### config.mk
export PLATFORM = sky130hd
export DESIGN_NAME = switches_flat
export DESIGN_NICKNAME = d
export VERILOG_FILES = /design/src/rtl/switches_if.sv /design/src/rtl/switches.sv /design/src/flat_wrapper.sv
export SDC_FILE = /design/constraint.sdc
export NUM_CORES = 1
export LEC_CHECK = 0
export CAP_MARGIN = 10
export CORE_MARGIN = 5
export CORE_UTILIZATION = 44
export CTS_CLUSTER_DIAMETER = 40
export DETAILED_ROUTE_END_ITERATION = 8
export HOLD_SLACK_MARGIN = 0.03
export PLACE_DENSITY = 0.71
export SKIP_LAST_GASP = 1
export SLEW_MARGIN = 40
export SYNTH_ARGS = -nofsm -noshare
export SYNTH_HDL_FRONTEND = slang
export SYNTH_SLANG_ARGS = --single-unit
export TNS_END_PERCENT = 10
### constraint.sdc
create_clock -name clk -period 0.9 [get_ports clk]
set_input_delay 0.18 -clock clk [delete_from_list [all_inputs] [get_ports clk]]
set_output_delay 0.18 -clock clk [all_outputs]
set_load 0.01 [all_outputs]
### src/rtl/switches_if.sv
`default_nettype none
// +----------------------------------------------------------------------------+
// | Module      : switches_if                                                  |
// | Description : CPU-side register access bus for the switches peripheral.    |
// | Revision    : 1.0                                                          |
// +----------------------------------------------------------------------------+
interface switches_if;
    logic        en;
    logic        wr_en;
    logic [1:0]  addr;
    logic [15:0] data;
    logic [15:0] data_out;
    logic        irq;

    modport master (
        output en,
        output wr_en,
        output addr,
        output data,
        input  data_out,
        input  irq
    );

    modport slave (
        input  en,
        input  wr_en,
        input  addr,
        input  data,
        output data_out,
        output irq
    );
endinterface
`default_nettype wire

### src/rtl/switches.sv
`default_nettype none
// +----------------------------------------------------------------------------+
// | Module      : switches                                                     |
// | Description : Synchronised, debounced switch inputs with sticky rising-    |
// |               edge flags, W1C clear and a maskable level interrupt.        |
// |               Define SWITCHES_DEBOUNCE_EN to build the debounce counters.  |
// | Revision    : 1.0                                                          |
// +----------------------------------------------------------------------------+
module switches #(
    parameter int WIDTH           = 8,
    parameter int DEBOUNCE_CYCLES = 16
) (
    input  logic             clk,
    input  logic             rst,
    input  logic [WIDTH-1:0] sw_in,
    switches_if.slave        bus
);
    localparam logic [1:0] c_addr_level = 2'd0;
    localparam logic [1:0] c_addr_flags = 2'd1;
    localparam logic [1:0] c_addr_mask  = 2'd2;

    if ((WIDTH < 1) || (WIDTH > 16) || (DEBOUNCE_CYCLES < 1)) begin : g_bad_cfg
        $error("switches: WIDTH must be 1..16 and DEBOUNCE_CYCLES at least 1");
    end

    logic [WIDTH-1:0] sync_meta_q;
    logic [WIDTH-1:0] sync_q;
    logic [WIDTH-1:0] level_q;
    logic [WIDTH-1:0] level_d;
    logic [WIDTH-1:0] level_prev_q;
    logic [WIDTH-1:0] flags_q;
    logic [WIDTH-1:0] flags_d;
    logic [WIDTH-1:0] mask_q;
    logic [WIDTH-1:0] mask_d;
    logic [15:0]      data_out_q;
    logic [15:0]      data_out_d;

    logic             w_rd;
    logic             w_wr;
    logic [WIDTH-1:0] w_clr;
    logic             w_unused_data;

    assign w_rd          = bus.en & ~bus.wr_en;
    assign w_wr          = bus.en &  bus.wr_en;
    assign w_unused_data = ^bus.data;

`ifdef SWITCHES_DEBOUNCE_EN
    localparam int c_cnt_w = (DEBOUNCE_CYCLES > 1) ? $clog2(DEBOUNCE_CYCLES) : 1;
    localparam logic [c_cnt_w-1:0] c_cnt_max = c_cnt_w'(DEBOUNCE_CYCLES - 1);

    logic [c_cnt_w-1:0] cnt_q [WIDTH];
    logic [c_cnt_w-1:0] cnt_d [WIDTH];

    // Counter tracks consecutive cycles the synchronised pin disagrees with level.
    always_comb begin
        level_d = level_q;
        for (int i = 0; i < WIDTH; i++) begin
            cnt_d[i] = cnt_q[i];
            if (sync_q[i] == level_q[i]) begin
                cnt_d[i] = '0;
            end else if (cnt_q[i] == c_cnt_max) begin
                level_d[i] = sync_q[i];
                cnt_d[i]   = '0;
            end else begin
                cnt_d[i] = cnt_q[i] + 1'b1;
            end
        end
    end

    always_ff @(posedge clk or negedge rst) begin
        if (!rst) begin
            cnt_q <= '{default: '0};
        end else begin
            cnt_q <= cnt_d;
        end
    end
`else
    always_comb begin
        level_d = sync_q;
    end
`endif

    // A W1C and a new rising edge on the same bit in one cycle leave the flag set.
    always_comb begin
        w_clr = '0;
        if (w_wr && (bus.addr == c_addr_flags)) begin
            w_clr = bus.data[WIDTH-1:0];
        end
        flags_d = (flags_q & ~w_clr) | (level_q & ~level_prev_q);

        mask_d = mask_q;
        if (w_wr && (bus.addr == c_addr_mask)) begin
            mask_d = bus.data[WIDTH-1:0];
        end

        data_out_d = data_out_q;
        if (w_rd) begin
            case (bus.addr)
                c_addr_level: data_out_d = 16'(level_q);
                c_addr_flags: data_out_d = 16'(flags_q);
                c_addr_mask:  data_out_d = 16'(mask_q);
                default:      data_out_d = 16'h0000;
            endcase
        end
    end

    always_ff @(posedge clk or negedge rst) begin
        if (!rst) begin
            sync_meta_q  <= '0;
            sync_q       <= '0;
            level_q      <= '0;
            level_prev_q <= '0;
            flags_q      <= '0;
            mask_q       <= '0;
            data_out_q   <= '0;
        end else begin
            sync_meta_q  <= sw_in;
            sync_q       <= sync_meta_q;
            level_q      <= level_d;
            level_prev_q <= level_q;
            flags_q      <= flags_d;
            mask_q       <= mask_d;
            data_out_q   <= data_out_d;
        end
    end

    assign bus.data_out = data_out_q;
    assign bus.irq      = |(flags_q & mask_q);

endmodule
`default_nettype wire

### src/flat_wrapper.sv
// flat-port wrapper written by rule: the top's interface ports become plain ports
module switches_flat 
#(
    parameter int WIDTH           = 8,
    parameter int DEBOUNCE_CYCLES = 16
)
  (clk, rst, sw_in, bus_en, bus_wr_en, bus_addr, bus_data, bus_data_out, bus_irq);
  switches_if bus_i ();
  input  logic clk;
  input  logic rst;
  input  logic [WIDTH-1:0] sw_in;
  input wire logic [$bits(bus_i.en)-1:0] bus_en;
  input wire logic [$bits(bus_i.wr_en)-1:0] bus_wr_en;
  input wire logic [$bits(bus_i.addr)-1:0] bus_addr;
  input wire logic [$bits(bus_i.data)-1:0] bus_data;
  output wire logic [$bits(bus_i.data_out)-1:0] bus_data_out;
  output wire logic [$bits(bus_i.irq)-1:0] bus_irq;
  assign bus_i.en = bus_en;
  assign bus_i.wr_en = bus_wr_en;
  assign bus_i.addr = bus_addr;
  assign bus_i.data = bus_data;
  assign bus_data_out = bus_i.data_out;
  assign bus_irq = bus_i.irq;
  switches #(.WIDTH(WIDTH), .DEBOUNCE_CYCLES(DEBOUNCE_CYCLES)) u_core (.clk(clk), .rst(rst), .sw_in(sw_in), .bus(bus_i));
endmodule
==> results of run 1 <==
-- flip-flops by register name (all words and copies together), names as in the netlist --
signal               flops
u_core.bus.data_out      8
u_core.flags_q           8
u_core.level_d           8
u_core.level_prev_q      8
u_core.level_q           8
u_core.mask_q            8
u_core.sync_meta_q       8
-- final timing paths --
kind	startpoint	end	slack, ps	cells after the start
min in group asynchronous	rst	u_core.flags_q[3]	390	3
min reg2reg	u_core.sync_meta_q[7]	u_core.level_d[7]	350	0
max	u_core.flags_q[1]	bus_irq	-470	3
max reg2reg	u_core.mask_q[7]	u_core.bus.data_out[7]	-130	4
max in group asynchronous	rst	u_core.sync_meta_q[7]	270	3
min	sw_in[4]	u_core.sync_meta_q[4]	300	1
-- per-stage QoR --
| step | power (mW) | utilization | area [µm²] | cells | worst slack, ps |
|---|---|---|---|---|---|
| after floorplan | 3.28 | - | 2090 | 159 | -47.9 |
| after global placement | 3.74 | 0.573 | 2550 | 253 | -585 |
| after detailed placement | 3.79 | 0.573 | 2550 | 253 | -629 |
| after CTS | 5.17 | 0.595 | 2650 | 262 | -482 |
| after global routing | 5.38 | 0.600 | 2670 | 262 | -527 |
| final | 5.11 | 0.600 | 2670 | 262 | -470 |
-- power by group through the flow --
stage,Combinational (mW),Clock (mW),Sequential (mW)
after detailed placement,0.870,0,2.92
final,0.847,1.38,2.89
after global placement,0.838,0,2.91
after global routing,0.923,1.54,2.92
after floorplan,0.351,0,2.93
after CTS,0.850,1.44,2.89
-- cell families after synthesis --
family,Yosys count,synth area share
other,1,0.00183
multiplexers,16,0.0830
buffers and inverters,22,0.0647
AND/OR/NAND/NOR,37,0.0940
AO/OA/AOI/OAI,20,0.0732
flip-flops,56,0.683
-- per-layer routing --
metal | part of all wire | track usage
met5 | 0 | 0
met4 | 0.021 | 0.0804
met3 | 0.067 | 0.0412
met2 | 0.48 | 0.217
met1 | 0.43 | 0.190
-- synthesized netlist by cell type --
library cell,n,area [µm²]
dfrtp_1,56,1400
nand2_1,16,60.1
a22o_1,8,70.1
a31oi_1,8,50.1
buf_4,8,60.1
inv_1,8,30.0
mux2i_1,8,80.1
nor2_1,8,30.0
or2_1,8,50.1
mux2_2,7,78.8
a22oi_1,4,30.0
buf_2,3,15.0
buf_6,2,22.5
nor2b_1,2,12.5
and4b_1,1,10.0
clkbuf_2,1,5.00
conb_1,1,3.75
mux2_1,1,11.3
nand4_1,1,6.26
nand4b_4,1,23.8
-- area by class of cell --
class,instances,area (µm²),area share
tap,52,65.1,0.0244
multi-input combinational,81,576,0.216
clock buffer,6,82.6,0.0310
inverter,8,30.0,0.0113
timing repair buffer,57,500,0.188
clock inverter,2,10.0,0.00376
sequential,56,1400,0.526
-- worst reg2reg max path, cell delays in order, from the launching register on --
cell and delay (ps):
dfrtp_1 380, buf_4 130, mux2i_1 50, or2_1 210
a31oi_1 180
-- what timing repair did --
item | CTS | global route
hold endpoints to repair | 56 | 0
hold buffers | 1 | 0
pin swaps | 2 | 3
setup endpoints to repair | 33 | 33
gates resized for setup | 22 | 6
==> key figures, run 1 <==
Status
  – Run status: complete, but fails checks
  – Violated checks: setup timing

Min path
  – Hold Crit Class: input pin to register

Place
  – Routability congestion estimate from global placement: 0.815
  – Port Buf Inserts: 30
  – HPWL Detailed: 2.90 mm

Job
  – Max Cap Viol: 0

Detailed routing
  – Iter 0 DRT Violations: 188
  – WL/cell: 15.3 µm
  – Remaining DRCs: 0
  – Vias per cell: 5.00
  – Final wirelength: 4.02 mm
  – Vias: 1311
  – Final ANT Viol Nets: 0
  – DRT Pass-1 Iters: 5

Floorplanning
  – Die width: 78.3 µm
  – Starting Density: 0.461
  – Die Y: 78.3 µm
  – Core area: 0.00444 mm²
  – Placement Rows: 24
  – IO Pins: 47
  – Die ar.: 0.00613 mm²

Pwr
  – Peak VDD IR: 0.830 mV
  – Sw Share: 0.248
  – Power per Cell Area: 1920 mW/mm²
  – LEAKAGE: 1.28 nW
  – Clk network pwr share: 0.270
  – Gate power share: 0.166
  – Reg power frac: 0.564
  – Net Sw Power: 1.27 mW
  – Internal power: 3.84 mW

Clocking
  – TritonCTS clock tree: yes
  – CTS Sinks: 56
  – Clock Pin Slew Worst Setup and Hold Paths: 90 ps
  – Setup Buffers After CTS: 0
  – Htree depth: 2
  – Clk buf depth: 2
  – Root buf cell: clkbuf_8
  – Total CTS buffers: 5
  – Worst-Skew Late Latency: 300 ps

Setup path
  – Delay-heaviest family, CP: flip-flops
  – WP data arrival: 1190 ps
  – Slowest stage cell, crit path: dfrtp_1
  – Crit path launch type: register
  – Maximum fanout along the worst path: 2
  – CP Data Required Time: 720 ps
  – Critical path's largest stage delay: 410 ps
  – Setup Crit Path Kind: register to output port
  – Count of buffer and inverter cells on the critical path: 1
  – Crit path cell chain: a22oi_2 -> nand4_1 -> buf_2
  – Crit. End Element: output port

STA
  – Setup TNS: -2930 ps
  – RSZ-0062 raised after global routing: yes
  – Period utilization: 1.52
  – Final Hold Viols: 0
  – Tmin final: 1370 ps
  – Final WS setup: -470 ps
  – Slew Limit Fails: 0
  – Fmax achieved: 730 MHz
  – Final Setup Violations: 21
  – Skew final: 6.69 ps
  – Worst hold margin: 302 ps

Final layout
  – N_diodes: 0
  – Final #Nets: 239
  – P&R area growth vs syn: 30.0%
  – Commonest non-fill, non-tap cells in the layout: dfrtp_1, buf_4, nand2_1, clkdlybuf4s50_1
  – Commonest non-fill, non-tap cell in the layout: dfrtp_1
  – # fillers: 362
  – Share of cells above drive strength 1: 0.252

Global routing
  – First-pass GRT wire length: 6.76 mm
  – Vias in the first global route: 1372
  – Gr usage total: 0.145
  – Grt total ovfl: 0
  – Initial antenna violation count: 0
  – Pin count of the biggest net entering global routing: 57

Yosys
  – Cell Area, Synth: 0.00205 mm²
  – Post-synthesis sequential area ratio: 0.683
  – Mapped Cells: 152
  – Synth unique cells: 20
  – Yosys warnings: 0
  – Syn avg cell area: 13.5 µm²
  – FF+latch count, synth: 56
(Power assumes the default switching activity.)
==> run 2: changes to the inputs <==
--- a/config.mk
+++ b/config.mk
@@ -11,7 +11,7 @@
 export CTS_CLUSTER_DIAMETER = 40
 export DETAILED_ROUTE_END_ITERATION = 8
 export HOLD_SLACK_MARGIN = 0.03
-export PLACE_DENSITY = 0.71
+export PLACE_DENSITY = 0.74
 export SKIP_LAST_GASP = 1
 export SLEW_MARGIN = 40
 export SYNTH_ARGS = -nofsm -noshare
==> run 2 against run 1 <==
The flow still finishes with violations (setup timing). Final area is 0.23% higher. Via count is 1.7% lower. Sequential cell count stayed put. Critical path depth stayed put. Clock power is 3% lower. Clock-buffer cell count stayed put. Register-to-register slack hardly changed. Total power is 0.40% lower. Highest routed layer unchanged.
==> key figures, run 2 (synthesized netlist as in run 1, its figures left out) <==
Status
  – Run status: complete, but fails checks
  – Violated checks: setup timing

Setup path
  – Critical Path Start: u_core.flags_q[1]
  – Slowest stage cell, crit path: dfrtp_1
  – Crit path launch type: register
  – Setup Crit Path Kind: register to output port
  – WP data arrival: 1190 ps (about the same)
  – Maximum fanout along the worst path: 2 (unchanged)
  – Crit. End Element: output port
  – Delay-heaviest family, CP: flip-flops
  – Crit path cell chain: a22oi_2 -> nand4_1 -> buf_2
  – CP Data Required Time: 720 ps (about the same)
  – Reg-to-reg critical path startpoint: u_core.mask_q[1]
  – Critical path's largest stage delay: 400 ps (about the same)
  – Count of buffer and inverter cells on the critical path: 1 (unchanged)

Global routing
  – Grt peak-use layer: met2
  – Grt met1 use: 0.164 (-0.0259)
  – Grt total ovfl: 0 (unchanged)
  – Vias in the first global route: 1388 (+1.2%)
  – Met3 usage: 0.0458 (+0.00458)
  – Grt met2 use: 0.236 (+0.0188)
  – Initial antenna violation count: 0 (unchanged)
  – First-pass GRT wire length: 6.60 mm (-2.4%)
  – Gr usage total: 0.141 (-0.00355)
  – Pin count of the biggest net entering global routing: 57 (unchanged)

Job
  – Max Cap Viol: 0 (unchanged)

Pwr
  – LEAKAGE: 1.27 nW (-0.70%)
  – Power per Cell Area: 1910 mW/mm² (-0.63%)
  – Reg power frac: 0.566 (+0.002)
  – Peak VDD IR: 0.768 mV (-7.5%)
  – Internal power: 3.81 mW (-0.95%)
  – Net Sw Power: 1.29 mW (+1.3%)
  – Sw Share: 0.252 (+0.00418)
  – Clk network pwr share: 0.264 (-0.006)
  – Gate power share: 0.170 (+0.004)
  – Power, Total: 5.09 mW (-0.40%)

STA
  – Slew Limit Fails: 0 (unchanged)
  – RSZ-0062 raised after global routing: yes
  – Tmin final: 1370 ps (+3.13 ps)
  – Final WS setup: -473 ps (-3.13 ps)
  – Fmax achieved: 728 MHz (-0.23%)
  – Final Hold Viols: 0 (unchanged)
  – Skew final: 3.33 ps (-3.36 ps)
  – Period utilization: 1.53 (+0.00348)
  – Final Setup Violations: 33 (+57%)

Final layout
  – N_diodes: 0 (unchanged)
  – Fin util: 0.601 (+0.00141)
  – # fillers: 337 (-6.9%)
  – Commonest non-fill, non-tap cells in the layout: dfrtp_1, buf_4, clkdlybuf4s50_1, nand2_1
  – Commonest non-fill, non-tap cell in the layout: dfrtp_1
  – Final #Nets: 241 (+0.84%)
  – Share of cells above drive strength 1: 0.250 (-0.00238)
  – P&R area growth vs syn: 30.3%

Place
  – Port Buf Inserts: 30 (unchanged)
  – HPWL Detailed: 2.85 mm (-1.7%)
  – Routability congestion estimate from global placement: 0.805 (-1.2%)

Min path
  – Hold Crit Class: input pin to register
  – Worst Min Path Start: sw_in[4]

Clocking
  – Root buf cell: clkbuf_8
  – Total CTS buffers: 5 (unchanged)
  – Worst-Skew Late Latency: 310 ps (about the same)
  – Htree depth: 2 (unchanged)
  – Clk buf depth: 2 (unchanged)
  – CTS Sinks: 56 (unchanged)
  – TritonCTS clock tree: yes
  – Clock Pin Slew Worst Setup and Hold Paths: 90 ps (about the same)

Detailed routing
  – WL/cell: 14.9 µm (-2.7%)
  – Vias per cell: 4.88 (-2.4%)
  – Remaining DRCs: 0 (unchanged)
  – DRT Pass-1 Iters: 4 (-1)
  – Vias: 1289 (-1.7%)
  – Final wirelength: 3.94 mm (-1.9%)
  – Iter 0 DRT Violations: 85 (-55%)
  – Final ANT Viol Nets: 0 (unchanged)

Floorplanning
  – IO Pins: 47 (unchanged)
  – Die width: 78.3 µm (unchanged)
  – Core area: 0.00444 mm² (unchanged)
  – Starting Density: 0.461 (unchanged)
  – Die ar.: 0.00613 mm² (unchanged)
  – Die Y: 78.3 µm (unchanged)
  – Placement Rows: 24 (unchanged)
## run 2: cell types whose count changed in the layout (fill, tap and decap cells not counted), sizes merged
cell           change
buf                +2
clkdlybuf4s50      +1
clkinv             -1
clkinvlp           +1
dlymetal6s2s       -1
## run 2: power groups by stage
stage	registers (mW)	logic, mW	clock network (mW)
finish	2.88	0.868	1.34
global route	2.91	0.949	1.47
CTS	2.88	0.872	1.40
detailed placement	2.92	0.862	0
global placement	2.91	0.832	0
floorplan	2.93	0.351	0
## run 2: layout make-up
class                   instances  area, µm²  area share
repair buffers                 59        517       0.193
multi-input cells              81        569       0.213
inverters                       8       30.0      0.0112
well taps                      52       65.1      0.0244
clock buffers                   6       72.6      0.0272
flip-flops and latches         56       1400       0.525
clock inverters                 2       16.3     0.00609
## run 2: stage by stage
step	instances	TNS (ps)	setup slack, ps	hold WS (ps)	area (µm²)
final	264	-7000	-473	298	2670
after global routing	264	-8390	-531	281	2670
after CTS	264	-8940	-475	284	2660
after detailed placement	252	-15990	-640	204	2540
after global placement	252	-14880	-581	193	2540
after floorplan	159	-211	-47.9	-116	2090
## run 2: path summary, 6_finish.rpt
kind                            cells past startpoint  slack, ps                     end
worst max-delay path                                3       -470                 bus_irq
min in group asynchronous                           3        390       u_core.flags_q[3]
worst min-delay path                                1        300   u_core.sync_meta_q[4]
worst max register to register                      4       -120  u_core.bus.data_out[1]
max in group asynchronous                           3        270        u_core.mask_q[5]
worst min register to register                      0        350       u_core.level_d[0]
## run 2: timing repair
action                     CTS  global route
pin swaps                    2             2
buffers inserted             3             0
hold endpoints to repair    56             0
cloned                       0             0
gates resized for setup     22             5
hold buffers                 1             0
setup endpoints to repair   33            33
## run 2: metal layers
metal / vias to the layer above / part of all wire
li1: 613 / -
met1: 633 / 0.43
met2: 36 / 0.49
met3: 7 / 0.056
met4: 0 / 0.019
met5: - / 0
==> run 3: changes to the inputs <==
--- a/config.mk
+++ b/config.mk
@@ -8,10 +8,9 @@
 export CAP_MARGIN = 10
 export CORE_MARGIN = 5
 export CORE_UTILIZATION = 44
-export CTS_CLUSTER_DIAMETER = 40
+export CTS_CLUSTER_DIAMETER = 150
 export DETAILED_ROUTE_END_ITERATION = 8
-export HOLD_SLACK_MARGIN = 0.03
-export PLACE_DENSITY = 0.74
+export PLACE_DENSITY_LB_ADDON = 0.25
 export SKIP_LAST_GASP = 1
 export SLEW_MARGIN = 40
 export SYNTH_ARGS = -nofsm -noshare
==> run 3 against run 2 <==
Critical endpoint unchanged. Clock power grew 39%. Clock skew decreased by 0.75 ps. Final area grew 2.0%. Wire length down 0.28%. Sequential share of layout area shrank 1.0 points. The run still ends with setup timing left. Worst setup slack improved by 2.0 ps.
==> key figures, run 3 (synthesized netlist as in run 1, its figures left out) <==
Status
  – Run status: complete, but fails checks
  – Violated checks: setup timing

Setup path
  – Crit path launch type: register
  – Critical Path Start: u_core.mask_q[3]
  – WP data arrival: 1190 ps (about the same)
  – RR Endpoint: u_core.bus.data_out[4]
  – Crit. End Element: output port
  – Maximum fanout along the worst path: 3 (+1)
  – Setup Crit Path Kind: register to output port
  – CP Data Required Time: 720 ps (about the same)
  – Slack of the worst reg-to-reg path: -120 ps (about the same)
  – Setup crit end: bus_irq
  – Worst reg-to-reg path cell count: 4 (unchanged)
  – Reg-to-reg critical path startpoint: u_core.mask_q[4]

Place
  – Port Buf Inserts: 30 (unchanged)
  – Routability congestion estimate from global placement: 0.765 (-5.0%)
  – HPWL Detailed: 2.84 mm (-0.24%)
  – Placed instance area: 0.00256 mm² (+0.89%)
  – Pre-CTS WS: -607 ps (+32.8 ps)

Final layout
  – Share of cells above drive strength 1: 0.249 (-0.00117)
  – Final #Nets: 243 (+0.83%)
  – Commonest non-fill, non-tap cells in the layout: dfrtp_1, buf_4, nand2_1, clkdlybuf4s50_1
  – Area occupied by multi-input gates: 562 µm² (-1.3%)
  – P&R area growth vs syn: 32.9%
  – FF+latch area: 0.00140 mm² (unchanged)
  – N_diodes: 0 (unchanged)
  – # fillers: 362 (+7.4%)
  – Commonest non-fill, non-tap cell in the layout: dfrtp_1
  – Fin area: 0.00273 mm² (+2.0%)

STA
  – Worst hold margin: 304 ps (+6.25 ps)
  – Period utilization: 1.52 (-0.00220)
  – Final Setup Violations: 19 (-42%)
  – Final WS setup: -471 ps (+1.98 ps)
  – Slew Limit Fails: 0 (unchanged)
  – Tmin final: 1370 ps (-1.98 ps)
  – Final Hold Viols: 0 (unchanged)
  – RSZ-0062 raised after global routing: yes
  – Skew final: 2.58 ps (-0.754 ps)
  – Fmax achieved: 730 MHz (+0.14%)

Pwr
  – Peak VDD IR: 1.02 mV (+33%)
  – Sw Share: 0.225 (-0.0278)
  – LEAKAGE: 1.32 nW (+3.7%)
  – Net Sw Power: 1.26 mW (-2.3%)
  – Power per Cell Area: 2050 mW/mm² (+7.6%)
  – Clk network pwr share: 0.333 (+0.069)
  – Gate power share: 0.151 (-0.019)
  – Reg power frac: 0.516 (-0.050)
  – Internal power: 4.34 mW (+14%)

Clocking
  – Htree depth: 2 (unchanged)
  – Total CTS buffers: 5 (unchanged)
  – TritonCTS clock tree: yes
  – Root buf cell: clkbuf_8
  – Clk buf depth: 2 (unchanged)
  – Worst-Skew Late Latency: 300 ps (about the same)
  – CTS Sinks: 56 (unchanged)
  – Clock Pin Slew Worst Setup and Hold Paths: 90 ps (about the same)

Detailed routing
  – Remaining DRCs: 0 (unchanged)
  – Iter 0 DRT Violations: 92 (+8.2%)
  – WL/cell: 14.8 µm (-0.66%)
  – DRT Pass-1 Iters: 4 (unchanged)
  – Final ANT Viol Nets: 0 (unchanged)
  – Vias per cell: 4.85 (-0.76%)
  – Final wirelength: 3.93 mm (-0.28%)
  – Vias: 1284 (-0.39%)

Job
  – Max Cap Viol: 0 (unchanged)

Floorplanning
  – Core area: 0.00444 mm² (unchanged)
  – Starting Density: 0.461 (unchanged)
  – Placement Rows: 24 (unchanged)
  – Die width: 78.3 µm (unchanged)
  – Die Y: 78.3 µm (unchanged)
  – Die ar.: 0.00613 mm² (unchanged)
  – IO Pins: 47 (unchanged)

Global routing
  – Pin count of the biggest net entering global routing: 57 (unchanged)
  – Grt peak-use layer: met2
  – Met3 usage: 0.0435 (-0.00229)
  – Grt total ovfl: 0 (unchanged)
  – First-pass GRT wire length: 6.73 mm (+2.0%)
  – Initial antenna violation count: 0 (unchanged)
  – Vias in the first global route: 1387 (-0.072%)
  – Gr usage total: 0.142 (+0.000842)
  – Grt met1 use: 0.176 (+0.0124)
  – Grt met2 use: 0.235 (-0.000856)

Min path
  – Hold Crit Class: input pin to register
  – Hold path depth: 1 (unchanged)
-- run 3: per-layer routing --
metal	share of wire	routed length [µm]
met1	0.43	1700
met2	0.50	1970
met3	0.050	197
met4	0.017	65
met5	0	0
-- run 3: critical path: stages (launching register included) --
cell     delay, ps
dfrtp_1        410
a22oi_1        200
nand4_1        120
buf_2          160
-- run 3: area by class of cell --
| class | count | area share |
|---|---|---|
| inverter | 8 | 0.0110 |
| tap | 52 | 0.0239 |
| multi-input combinational | 81 | 0.206 |
| clock buffer | 5 | 0.0253 |
| clock inverter | 2 | 0.0220 |
| sequential | 56 | 0.514 |
| timing repair buffer | 61 | 0.197 |
-- run 3: worst min-delay path by stage --
stage | from | end | slack (ps)
floorplan | rst | u_core.bus.data_out[0] | -120
finish | sw_in[6] | u_core.sync_meta_q[6] | 300
global route | sw_in[0] | u_core.sync_meta_q[0] | 280
CTS | sw_in[6] | u_core.sync_meta_q[6] | 290
detailed placement | rst | u_core.sync_meta_q[4] | 200
global placement | rst | u_core.sync_meta_q[4] | 190
-- run 3: power by group through the flow --
stage | clock network (mW) | registers (mW) | logic [mW]
after detailed placement | 0 | 2.93 | 0.860
after floorplan | 0 | 2.93 | 0.351
after global routing | 2.01 | 2.91 | 0.920
final | 1.86 | 2.88 | 0.847
after CTS | 1.90 | 2.89 | 0.840
after global placement | 0 | 2.91 | 0.837
-- run 3: what timing repair did --
item / in CTS / in global routing
pin swaps: 2 / 3
endpoints found under the hold margin: 56 / 0
hold buffers: 1 / 0
setup endpoints to repair: 33 / 33
setup buffers: 0 / 2
cloned: 0 / 0
resized for setup: 20 / 6
-- run 3: stage by stage --
step           power (mW)  std cells  TNS [ps]  utilization
2_1_floorplan        3.28        159      -211            -
3_3_place_gp         3.75        255    -15220        0.576
3_5_place_dp         3.79        255    -15600        0.576
4_1_cts              5.63        263     -8790        0.606
5_1_grt              5.84        265     -3830        0.613
6_report             5.59        265     -2850        0.613
